**src/rtl/fifo_byte_tx.sv**
```systemverilog
// Pops one FIFO word at a time and sends it as four bytes on a valid/ready stream.
// First byte 3 cycles after fifo_empty falls. A low byte_ready holds the current byte.
module fifo_byte_tx #(
  parameter bit MSB_FIRST = 1'b0
) (
  input  logic        clk,
  input  logic        reset,
  input  logic        fifo_empty,
  input  logic [31:0] fifo_dout,
  input  logic        fifo_rd_ack,
  input  logic        fifo_rd_err,
  output logic        fifo_rd_en,
  output logic [7:0]  byte_out,
  output logic        byte_valid,
  input  logic        byte_ready,
  output logic        byte_last,
  output logic [7:0]  word_count,
  output logic        rd_err_flag,
  output logic        busy
);

  typedef enum logic [1:0] {IDLE, REQ, WAIT, SEND} state_t;

  state_t      state;
  state_t      state_nxt;
  logic [31:0] hold;
  logic [1:0]  idx;
  logic [1:0]  byte_sel;
  logic        byte_fire;

  assign byte_fire = (state == SEND) && byte_ready;
  // The inverted index walks the word from the top byte down.
  assign byte_sel  = MSB_FIRST ? ~idx : idx;

  always_ff @(posedge clk) begin
    if (reset) begin
      state <= IDLE;
    end else begin
      state <= state_nxt;
    end
  end

  always_comb begin
    state_nxt = state;
    case (state)
      IDLE:    if (!fifo_empty) state_nxt = REQ;
      REQ:     state_nxt = WAIT;
      WAIT:    state_nxt = fifo_rd_ack ? SEND : IDLE;
      SEND:    if (byte_ready && (idx == 2'd3)) state_nxt = IDLE;
      default: state_nxt = IDLE;
    endcase
  end

  always_comb begin
    fifo_rd_en = (state == REQ);
    byte_valid = (state == SEND);
    busy       = (state != IDLE);
    byte_last  = (state == SEND) && (idx == 2'd3);
    byte_out   = 8'd0;
    if (state == SEND) begin
      byte_out = hold[{byte_sel, 3'b000} +: 8];
    end
  end

  // dout is only meaningful in WAIT; the FIFO zeroes it on every other cycle.
  always_ff @(posedge clk) begin
    if (reset) begin
      hold        <= 32'd0;
      idx         <= 2'd0;
      word_count  <= 8'd0;
      rd_err_flag <= 1'b0;
    end else begin
      if (state == WAIT) begin
        if (fifo_rd_ack) begin
          hold <= fifo_dout;
          idx  <= 2'd0;
        end
        if (fifo_rd_err) begin
          rd_err_flag <= 1'b1;
        end
      end
      if (byte_fire) begin
        idx <= idx + 2'd1;
        if (idx == 2'd3) begin
          word_count <= word_count + 8'd1;
        end
      end
    end
  end

endmodule

```
**config.mk**
```make
export PLATFORM = sky130hd
export DESIGN_NAME = fifo_byte_tx
export DESIGN_NICKNAME = d
export VERILOG_FILES = /design/src/rtl/fifo_byte_tx.sv
export SDC_FILE = /design/constraint.sdc
export NUM_CORES = 1
export LEC_CHECK = 0
export CAP_MARGIN = 0
export CELL_PAD_IN_SITES_DETAIL_PLACEMENT = 1
export CELL_PAD_IN_SITES_GLOBAL_PLACEMENT = 1
export CORE_ASPECT_RATIO = 2
export CORE_MARGIN = 3
export CORE_UTILIZATION = 34
export CTS_CLUSTER_DIAMETER = 60
export DETAILED_ROUTE_END_ITERATION = 8
export GPL_ROUTABILITY_DRIVEN = 0
export PLACE_DENSITY_LB_ADDON = 0.1
export REMOVE_ABC_BUFFERS = 1
export SYNTH_ARGS = -nofsm -noshare
export SYNTH_HDL_FRONTEND = slang
export SYNTH_SLANG_ARGS = --single-unit
```
**constraint.sdc**
```tcl
create_clock -name clk -period 2.13 [get_ports clk]
set_input_delay 0.5325 -clock clk [delete_from_list [all_inputs] [get_ports clk]]
set_output_delay 0.5325 -clock clk [all_outputs]
set_load 0.03 [all_outputs]
```
=== Word level (Yosys, flattened, before mapping) ===
Index checks and enable logic that the tools add are counted.

* Register bits: 45
* Output and inout bits: 21

* $add $sub $neg: 2
* Equal/unequal tests: 6
* Shift operators: 1
* Muxes and demuxes: 8
* Reductions and logical operators: 12

{| class="wikitable"
|+ Operator list
! operator !! number
|-
| variable part select 32 x 6 -> 8 bit || 1
|-
| 2-to-1 mux 2 bit || 6
|-
| AND reduction 2 bit || 5
|-
| adder 8 x 1 -> 8 bit (second input constant) || 1
|-
| 2-to-1 mux 8 bit || 1
|-
| one-hot mux 2 bit (4 select lines) || 1
|-
| equality test 2 bit (second input constant) || 3
|-
| nonzero test 2 bit || 3
|-
| logical AND 1 bit || 3
|-
| adder 2 x 1 -> 2 bit (second input constant) || 1
|-
| equality test 2 x 1 -> 1 bit (second input constant) || 1
|-
| logical NOT 2 bit || 1
|-
| != test 2 x 1 -> 1 bit (second input constant) || 1
|-
| != test 2 bit (second input constant) || 1
|}

=== Logic depth before layout (Yosys ltp) ===
Gate-level depths: netlist of the first run.

* Depth in word-level cells: 4
* Mapped depth: 5

=== Least setup slack after synthesis of the first run ===
No wires, ideal clock.

* Path kind: flip-flop to output port
* Start: reg idx[0], in the netlist byte_sel[0]
* End: out byte_out[3]
* Arrival: 1.305 ns
* Slack: 0.292 ns
* Cell stages (with the launch flop): 4
* Buffers on the path: 1
* Path through: dfxtp_1 -> buf_2 -> mux4_2 -> and2_1

* Longest elaborated chain between the ends: 2

{| class="wikitable"
|+ RTL lines
! item !! RTL line !! text
|-
| from (decl) || 27 || <nowiki>logic [1:0] idx;</nowiki>
|-
| from (signal assigned) || 83 || <nowiki>idx <= idx + 2'd1;</nowiki>
|-
| variable part select 32 x 6 -> 8 bit || 61 || <nowiki>byte_out = hold[{byte_sel, 3'b000} +: 8];</nowiki>
|-
| 2-to-1 mux 8 bit || 60 || <nowiki>if (state == SEND) begin</nowiki>
|-
| to (decl) || 13 || <nowiki>output logic [7:0] byte_out,</nowiki>
|}

Every way passes these cells.

=== Worst setup path after layout of the first run ===
* Start: reg idx[0], in the netlist byte_sel[0]
* End: out byte_out[4]

Same word-level chain as after synthesis.

==> flow_summary.toml, run 1 <==
[status]
status = "finished clean"

[logic_synthesis]
synth.cell_area_mm2 = 0.00196
synth_edf_count = 0
synth_xor_xnor_area_share_pct = 0.446
synth_compound_area_share_pct = 12.9
synth-seq-cells = 45
synth-simple-area-share_pct = 24.3
muxShareOfSynthArea_pct = 10.3
synth_cell_type_count = 29
synth-seq-area-share_pct = 45.9
synth_fa_ha_area_share_pct = 1.28
synth_top_family_by_area = "simple AND/OR/NAND/NOR gates"
syn_area_per_cell_um2 = 8.49
synthCells = 231
synthArstFlopShare_pct = 0
yosysWarningCount = 0
synth-main-ff-cell = "dfxtp_1"

[power_and_ir_drop]
p_clk_share_pct = 36.0
combPwrFrac_pct = 10.7
p_int_mw = 1.25
power_mw = 1.63
p_leak_nw = 0.999
switching_share_pct = 23.2
p_per_area_mw_per_mm2 = 591
sequentialPowerShare_pct = 53.3
ir_drop_uv = 419
net-switching-power_mw = 0.377

[floorplan]
die_h_um = 113
ios = 59
core-area_mm2 = 0.00552
initial_utilization_pct = 35.6
chipWidth_um = 59.7
rows = 38
die_area_mm2 = 0.00677

[timing]
rsz0062_at_grt = "true"
max_freq_ghz = 0.473
fin_crit_ns = 2.11
period_share_pct = 99.2
slew_violations = 0
worst_pin_slew_ns = 0.444
finalHoldViolations = 0
finalSetupViolCount = 0
relSlewSlack_pct = 70.4
finalWorstSetupSlack_ns = 0.0170
skew_ns = 0.00641
fin_setup_tns_ns = 0
whs_ns = 0.456

[clock_tree]
cts_tree = "built"
ctsHoldBuffers = 0
clock_sinks = 45
clk-insertion-delay-late_ns = 0.30
clkTransAtPathRegs_ns = 0.08
cts_buffer_depth = 2
clockRootBuffer = "clkbuf_8"
cts_made_buffers = 5
cts_setup_buffers = 0
htreeDepth = 2

[worst_setup_path]
required_ns = 1.60
path_cells = "buf_12, mux4_2, and2_4, buf_6"
worstPathMaxFanout = 5
worstSetupEndpointType = "primary output"
crit_path_max_incr_delay_ns = 0.49
rrSetupSlack_ns = 0.29
crit_type = "reg2out"
worstPathArrival_ns = 1.58
startpoint_type = "register"
cp_num_buf_inv = 2
critPathTopFamily = "multiplexers"
critPathSlowestCell = "mux4_2"

[global_route]
grt_util_all_layers_pct = 16.2
grt_pass1_vias = 1854
grt_pass1_wl_um = 8450
antenna_found_initial = 0
overflow = 0
grt_max_degree = 35

[detailed_routing]
drc_errors = 0
firstDrtPassIters = 4
avgViaCountPerCell = 5.09
drtAntennaViolNets = 0
wirelength_um = 5180
num_vias = 1791
drt_first_iter_violations = 48
wl_per_cell_um = 14.7

[cells_and_area]
fin_nets = 331
synthToLayoutAreaGrowth_pct = 40.2
fin_util_pct = 49.9
fillers = 673
n_antenna_cell = 0
drive_gt1_share_pct = 17.8

[placed_design]
place_ws_ns = -0.167
port_buffers = 58
dp_hpwl_um = 3810

[hold_path]
hp-class = "reg2reg"

[job]
drv_cap = 0
[through the flow]
stage	area [um^2]	instances
2_1_floorplan	1870	213
4_1_cts	2740	352
5_1_grt	2750	352
6_report	2750	352
3_5_place_dp	2640	344
3_3_place_gp	2640	344
[registers in the layout (all words and copies together), names as in the netlist]
| register | flops |
|---|---|
| state | 2 |
| byte_sel | 2 |
| hold | 32 |
| rd_err_flag | 1 |
| word_count | 8 |
[final cells by class]
| class | count | area, um^2 | area share (%) |
|---|---|---|---|
| Sequential cell | 45 | 906 | 32.9 |
| Multi-Input combinational cell | 166 | 978 | 35.6 |
| Tap cell | 60 | 75.1 | 2.73 |
| Clock buffer | 7 | 96.3 | 3.50 |
| Clock inverter | 1 | 5.00 | 0.182 |
| Inverter | 2 | 7.51 | 0.273 |
| Timing Repair Buffer | 71 | 682 | 24.8 |
[power by group through the flow]
stage,registers (mW),logic [mW],clock network (mW)
2_1_floorplan,0.892,0.0544,0
3_3_place_gp,0.887,0.178,0
3_5_place_dp,0.888,0.180,0
4_1_cts,0.867,0.178,0.606
5_1_grt,0.870,0.191,0.643
6_report,0.867,0.175,0.585
[synthesized netlist by cell type, types with 2 or more instances]
| cell type | instances | area (um^2) |
|---|---|---|
| clkbuf_1 | 7 | 26.3 |
| or4_1 | 2 | 15.0 |
| or3_1 | 4 | 25.0 |
| o31ai_1 | 2 | 15.0 |
| and2_1 | 9 | 56.3 |
| o21ai_0 | 4 | 20.0 |
| nor2b_1 | 2 | 12.5 |
| ha_1 | 2 | 25.0 |
| a21oi_1 | 41 | 205 |
| nand2_1 | 66 | 248 |
| dfxtp_1 | 45 | 901 |
| nand3_1 | 8 | 40.0 |
| buf_2 | 9 | 45.0 |
| or2_2 | 2 | 12.5 |
| inv_1 | 2 | 7.51 |
| mux4_2 | 8 | 180 |
| nor2_1 | 6 | 22.5 |
[cell families after synthesis]
logic type               count (synthesis)
adder cells (fa/ha/maj)                  2
flip-flops                              45
multiplexers                            10
buffers and inverters                   20
XOR/XNOR                                 1
AO/OA/AOI/OAI                           49
AND/OR/NAND/NOR                        104
[worst register-to-register path: stages (launching register included)]
cell and delay (ns):
dfxtp_4 0.40, buf_4 0.17, ha_1 0.23, nand4_2 0.18
buf_4 0.18, or4_1 0.46, a21oi_1 0.15
[final timing paths]
kind | start | endpoint | cells past startpoint
max reg2reg | byte_sel[1] | word_count[6] | 6
max | byte_sel[0] | byte_out[4] | 4
min reg2reg | hold[19] | hold[19] | 2
min | hold[19] | hold[19] | 2
[what timing repair did]
action,CTS,global route
pin swaps,0,0
setup endpoints to repair,11,6
cloned,0,0
gates resized for setup,53,7
[routing by layer]
metal / track usage (%) / share of wire, %
met1: 17.5 / 39
met2: 29.5 / 54
met3: 2.94 / 4.5
met4: 6.66 / 2.1
met5: 0 / 0
[placed cells by master, fill, tap and decap left out, types with 2 or more instances in the layout]
cell type / n
clkbuf_8: 7
nor2b_1: 2
mux4_2: 8
or2_2: 2
nand3_1: 8
o21ai_0: 4
ha_1: 2
o31ai_1: 2
buf_2: 4
nor2_1: 6
or3_1: 4
and2_1: 4
or4_1: 2
buf_12: 2
dfxtp_1: 43
buf_4: 13
clkdlybuf4s50_1: 45
dlygate4sd2_1: 2
buf_6: 5
nand2_1: 66
inv_1: 2
and2_4: 5
a21oi_1: 41
(Power assumes the default switching activity.)
==> run 2: changes to the inputs <==
--- a/config.mk
+++ b/config.mk
@@ -10,8 +10,9 @@
 export CELL_PAD_IN_SITES_GLOBAL_PLACEMENT = 1
 export CORE_ASPECT_RATIO = 2
 export CORE_MARGIN = 3
-export CORE_UTILIZATION = 34
+export CORE_UTILIZATION = 30
 export CTS_CLUSTER_DIAMETER = 60
+export CTS_CLUSTER_SIZE = 30
 export DETAILED_ROUTE_END_ITERATION = 8
 export GPL_ROUTABILITY_DRIVEN = 0
 export PLACE_DENSITY_LB_ADDON = 0.1
==> constraint.sdc (replaced) <==
create_clock -name clk -period 1.9 [get_ports clk]
set_input_delay 0.475 -clock clk [delete_from_list [all_inputs] [get_ports clk]]
set_output_delay 0.475 -clock clk [all_outputs]
set_load 0.03 [all_outputs]
==> run 2 against run 1 <==
Setup slack lost 0.18 ns; sequential cell count is the same; the run now ends with setup timing left; largest power group unchanged; worst hold slack got worse by 0.0036 ns.
==> flow_summary.toml, run 2 (synthesis gave the netlist of run 1 again) <==
[power_and_ir_drop]
power_mw = 2.09
ir_drop_uv = 378
p_leak_nw = 1.12
p_per_area_mw_per_mm2 = 700

[floorplan]
rows = 41
die_h_um = 120
core-area_mm2 = 0.00631
initial_utilization_pct = 31.1
die_area_mm2 = 0.00760
ios = 59
chipWidth_um = 63.2

[detailed_routing]
wl_per_cell_um = 14.6
wirelength_um = 5680
drt_first_iter_violations = 45
avgViaCountPerCell = 4.75
drtAntennaViolNets = 0
wl_met3_um = 174
num_vias = 1849
topRoutingLayerUsed = "met4"
firstDrtPassIters = 3
drc_errors = 0
wl_met1_um = 2050
met2_length_um = 3360

[cells_and_area]
fin_nets = 342
fin_area_mm2 = 0.00299
regMostFlops = "hold"
synthToLayoutAreaGrowth_pct = 52.4
regArea_um2 = 908
fillers = 757
multi_input_area_mm2 = 0.00100
final_cell_mix = "66 x nand2_1, 43 x dfxtp_1, 42 x clkdlybuf4s50_1, 41 x a21oi_1, 18 x buf_4"
largest_reg_flops = 32
layout_commonest_cell = "nand2_1"
fin_util_pct = 47.4
n_antenna_cell = 0
drive_gt1_share_pct = 22.4
reg_top3 = "hold (32), word_count (8)"

[hold_path]
worstHoldPathCells = 2
hp-class = "reg2reg"
hold_end = "hold[5]"
worstHoldStart = "hold[5]"

[placed_design]
placed_cell_area_mm2 = 0.00272
dp_hpwl_um = 4260
port_buffers = 58

[clock_tree]
clockRootBuffer = "clkbuf_16"
cts_tree = "built"
htreeDepth = 2
clk-insertion-delay-late_ns = 0.28
clkTransAtPathRegs_ns = 0.06
cts_made_buffers = 5
clock_sinks = 45
ctsHoldBuffers = 0
cts_buffer_depth = 2

[timing]
skew_ns = 0.00284
relSlewSlack_pct = 73.8
fin_crit_ns = 2.06
finalWorstSetupSlack_ns = -0.161
period_share_pct = 108
finalSetupViolCount = 9
slew_violations = 0
worst_pin_slew_ns = 0.392
fin_setup_tns_ns = -0.813
finalHoldViolations = 0
max_freq_ghz = 0.485
rsz0062_at_grt = "true"

[worst_setup_path]
worstSetupEndpointType = "primary output"
reg2regPathDepth = 7
required_ns = 1.42
worstPathArrival_ns = 1.59
r2r_start = "byte_sel[1]"
startpoint_type = "register"
rrSetupSlack_ns = 0.15
worstPathMaxFanout = 4
crit_type = "reg2out"
r2r_end = "word_count[6]"

[global_route]
antenna_found_initial = 0
grt_pass1_vias = 1986
grt_util_all_layers_pct = 15.3
overflow = 0
grt_pass1_wl_um = 9210
grt_max_degree = 23

[status]
status = "finished, violations left"
violations = "setup timing"

[job]
drv_cap = 0
## run 2: where the power goes
| group | leakage (nW) | internal (mW) | switching [mW] |
|---|---|---|---|
| Combinational | 0.678 | 0.117 | 0.0912 |
| Sequential | 0.365 | 0.962 | 0.0112 |
| Clock | 0.0799 | 0.557 | 0.356 |
## run 2: worst max-delay path: stages (launching register included)
cell and delay [ns]:
dfxtp_4 0.36, buf_12 0.11, buf_6 0.09, mux4_2 0.47, and2_4 0.15, buf_6 0.13
## run 2: area by class of cell
type	count	area share, %
Multi-Input combinational cell	166	33.6
Sequential cell	45	30.4
Timing Repair Buffer	82	26.9
Clock buffer	7	5.10
Tap cell	86	3.60
Inverter	2	0.251
Clock inverter	1	0.167
## run 2: worst max path at each step
stage / startpoint / endpoint / slack, ns / depth (start not counted)
detailed placement: byte_sel[0] / byte_out[4] / -0.31 / 4
finish: byte_sel[0] / byte_out[3] / -0.16 / 5
global placement: byte_sel[0] / byte_out[4] / -0.31 / 4
floorplan: byte_sel[0] / word_count[7] / 0.02 / 4
global route: byte_sel[0] / byte_out[5] / -0.20 / 5
CTS: byte_sel[0] / byte_out[3] / -0.18 / 5
## run 2: timing repair
action                     in CTS  in global routing
gates resized for setup        75                  4
hold endpoints to repair        0                  0
setup endpoints to repair      15                 12
setup buffers                   3                  0
pin swaps                       7                  1
## run 2: stage by stage
step,setup slack [ns],hold slack (ns),cells
2_1_floorplan,0.0231,0.427,213
4_1_cts,-0.179,0.455,389
3_3_place_gp,-0.306,0.441,378
3_5_place_dp,-0.310,0.447,378
5_1_grt,-0.204,0.475,389
6_report,-0.161,0.452,389
## run 2: per-layer routing
metal / track usage (%) / vias up
li1: - / 924
met1: 15.1 / 881
met2: 31.0 / 37
met3: 2.04 / 7
met5: 0 / -
met4: 5.68 / 0
==> run 3: changes to the inputs <==
--- a/config.mk
+++ b/config.mk
@@ -17,6 +17,7 @@
 export GPL_ROUTABILITY_DRIVEN = 0
 export PLACE_DENSITY_LB_ADDON = 0.1
 export REMOVE_ABC_BUFFERS = 1
+export SKIP_LAST_GASP = 1
 export SYNTH_ARGS = -nofsm -noshare
 export SYNTH_HDL_FRONTEND = slang
 export SYNTH_SLANG_ARGS = --single-unit
==> run 3 against run 2 <==
The run still ends with setup timing left; global-route usage barely moved; core utilization grew 0.060 points; via count decreased by 0.16%; worst hold slack is essentially flat; sequential power about the same; largest power group unchanged; wire length up 0.33%; total power is essentially flat.
==> flow_summary.toml, run 3 (synthesis gave the netlist of run 1 again) <==
[status]
status = "finished, violations left"
violations = "setup timing"

[worst_setup_path]
rrSetupSlack_ns = 0.05
r2r_start = "byte_sel[1]"
crit_type = "reg2out"
required_ns = 1.42
reg2regPathDepth = 8
worstPathArrival_ns = 1.60
startpoint_type = "register"
r2r_end = "word_count[7]"
worstPathMaxFanout = 4
worstSetupEndpointType = "primary output"

[global_route]
grt_pass1_vias = 1986
antenna_found_initial = 0
grt_pass1_wl_um = 9230
grt_max_degree = 23
overflow = 0
grt_util_all_layers_pct = 15.3

[power_and_ir_drop]
ir_drop_uv = 378
p_per_area_mw_per_mm2 = 699
p_leak_nw = 1.13

[timing]
skew_ns = 0.00256
fin_setup_tns_ns = -0.814
finalHoldViolations = 0
finalSetupViolCount = 9
relSlewSlack_pct = 74.2
finalWorstSetupSlack_ns = -0.176
worst_pin_slew_ns = 0.387
fin_crit_ns = 2.08
period_share_pct = 109
max_freq_ghz = 0.482
rsz0062_at_grt = "true"
slew_violations = 0

[job]
drv_cap = 0

[cells_and_area]
fin_nets = 343
fillers = 759
synthToLayoutAreaGrowth_pct = 52.6
fin_area_mm2 = 0.00299
layout_commonest_cell = "nand2_1"
final_cell_mix = "66 x nand2_1, 43 x dfxtp_1, 42 x clkdlybuf4s50_1, 41 x a21oi_1, 20 x buf_4"
n_antenna_cell = 0
largest_reg_flops = 32
drive_gt1_share_pct = 22.7
regMostFlops = "hold"
reg_top3 = "hold (32), word_count (8)"

[detailed_routing]
wl_per_cell_um = 14.6
drc_errors = 0
wirelength_um = 5700
avgViaCountPerCell = 4.73
drt_first_iter_violations = 43
firstDrtPassIters = 3
drtAntennaViolNets = 0
num_vias = 1846

[hold_path]
hold_end = "hold[5]"
worstHoldPathCells = 2
hp-class = "reg2reg"
worstHoldStart = "hold[5]"

[clock_tree]
ctsHoldBuffers = 0
clk-insertion-delay-late_ns = 0.28
clockRootBuffer = "clkbuf_16"
cts_made_buffers = 5
cts_tree = "built"
cts_buffer_depth = 2
htreeDepth = 2
clock_sinks = 45
clkTransAtPathRegs_ns = 0.06

[placed_design]
port_buffers = 58
dp_hpwl_um = 4260
placed_cell_area_mm2 = 0.00272

[floorplan]
chipWidth_um = 63.2
core-area_mm2 = 0.00631
die_area_mm2 = 0.00760
ios = 59
rows = 41
die_h_um = 120
initial_utilization_pct = 31.1
run 3: cell count changes in the layout (fill, tap and decap cells not counted), sizes merged:
cell	previous run	this run
buf	35	36
run 3: worst max path at each step:
stage                            from  depth (start not counted)            end
after global placement    byte_sel[0]                          4    byte_out[4]
after CTS                 byte_sel[0]                          5    byte_out[3]
after floorplan           byte_sel[0]                          4  word_count[7]
after global routing      byte_sel[0]                          5    byte_out[3]
final                     byte_sel[0]                          5    byte_out[3]
after detailed placement  byte_sel[0]                          4    byte_out[4]
run 3: what timing repair did:
item / CTS / global route
endpoints found under the setup margin: 15 / 12
buffers inserted: 3 / 1
gates resized for setup: 71 / 8
pin swaps: 6 / 2
run 3: metal layers:
layer  up-vias  track usage, %  share of wire, %
met3         7            2.04               3.1
met2        37            31.0                59
li1        926               -                 -
met4         0            5.68               1.6
met1       876            15.2                36
met5         -               0                 0
run 3: cell type report:
class,instances,area [um^2],share of cell area [%]
Clock inverter,1,5.00,0.167
Inverter,2,7.51,0.251
Clock buffer,7,153,5.10
Timing Repair Buffer,83,808,27.0
Multi-Input combinational cell,166,1000,33.6
Tap cell,86,108,3.59
Sequential cell,45,908,30.3
run 3: per-stage QoR:
step                total power, mW  worst slack (ns)  std cells  hold WS, ns  util [%]
CTS                            2.12            -0.194        389        0.455      47.1
detailed placement             1.21            -0.310        378        0.447      43.1
floorplan                      1.06            0.0231        213        0.427         -
finish                         2.09            -0.176        390        0.453      47.5
global route                   2.17            -0.218        390        0.475      47.5
global placement               1.20            -0.306        378        0.441      43.1
run 3: report_power, final:
| group | total, mW | switching, mW | leakage (nW) | internal [mW] |
|---|---|---|---|---|
| Sequential | 0.973 | 0.0112 | 0.365 | 0.962 |
| Clock | 0.913 | 0.356 | 0.0799 | 0.557 |
| Combinational | 0.207 | 0.0911 | 0.683 | 0.116 |
run 3: critical path: stages, from the launching register on:
cell and delay, ns:
dfxtp_4 0.36, buf_12 0.11, buf_4 0.10, mux4_2 0.47, and2_4 0.15, buf_6 0.13
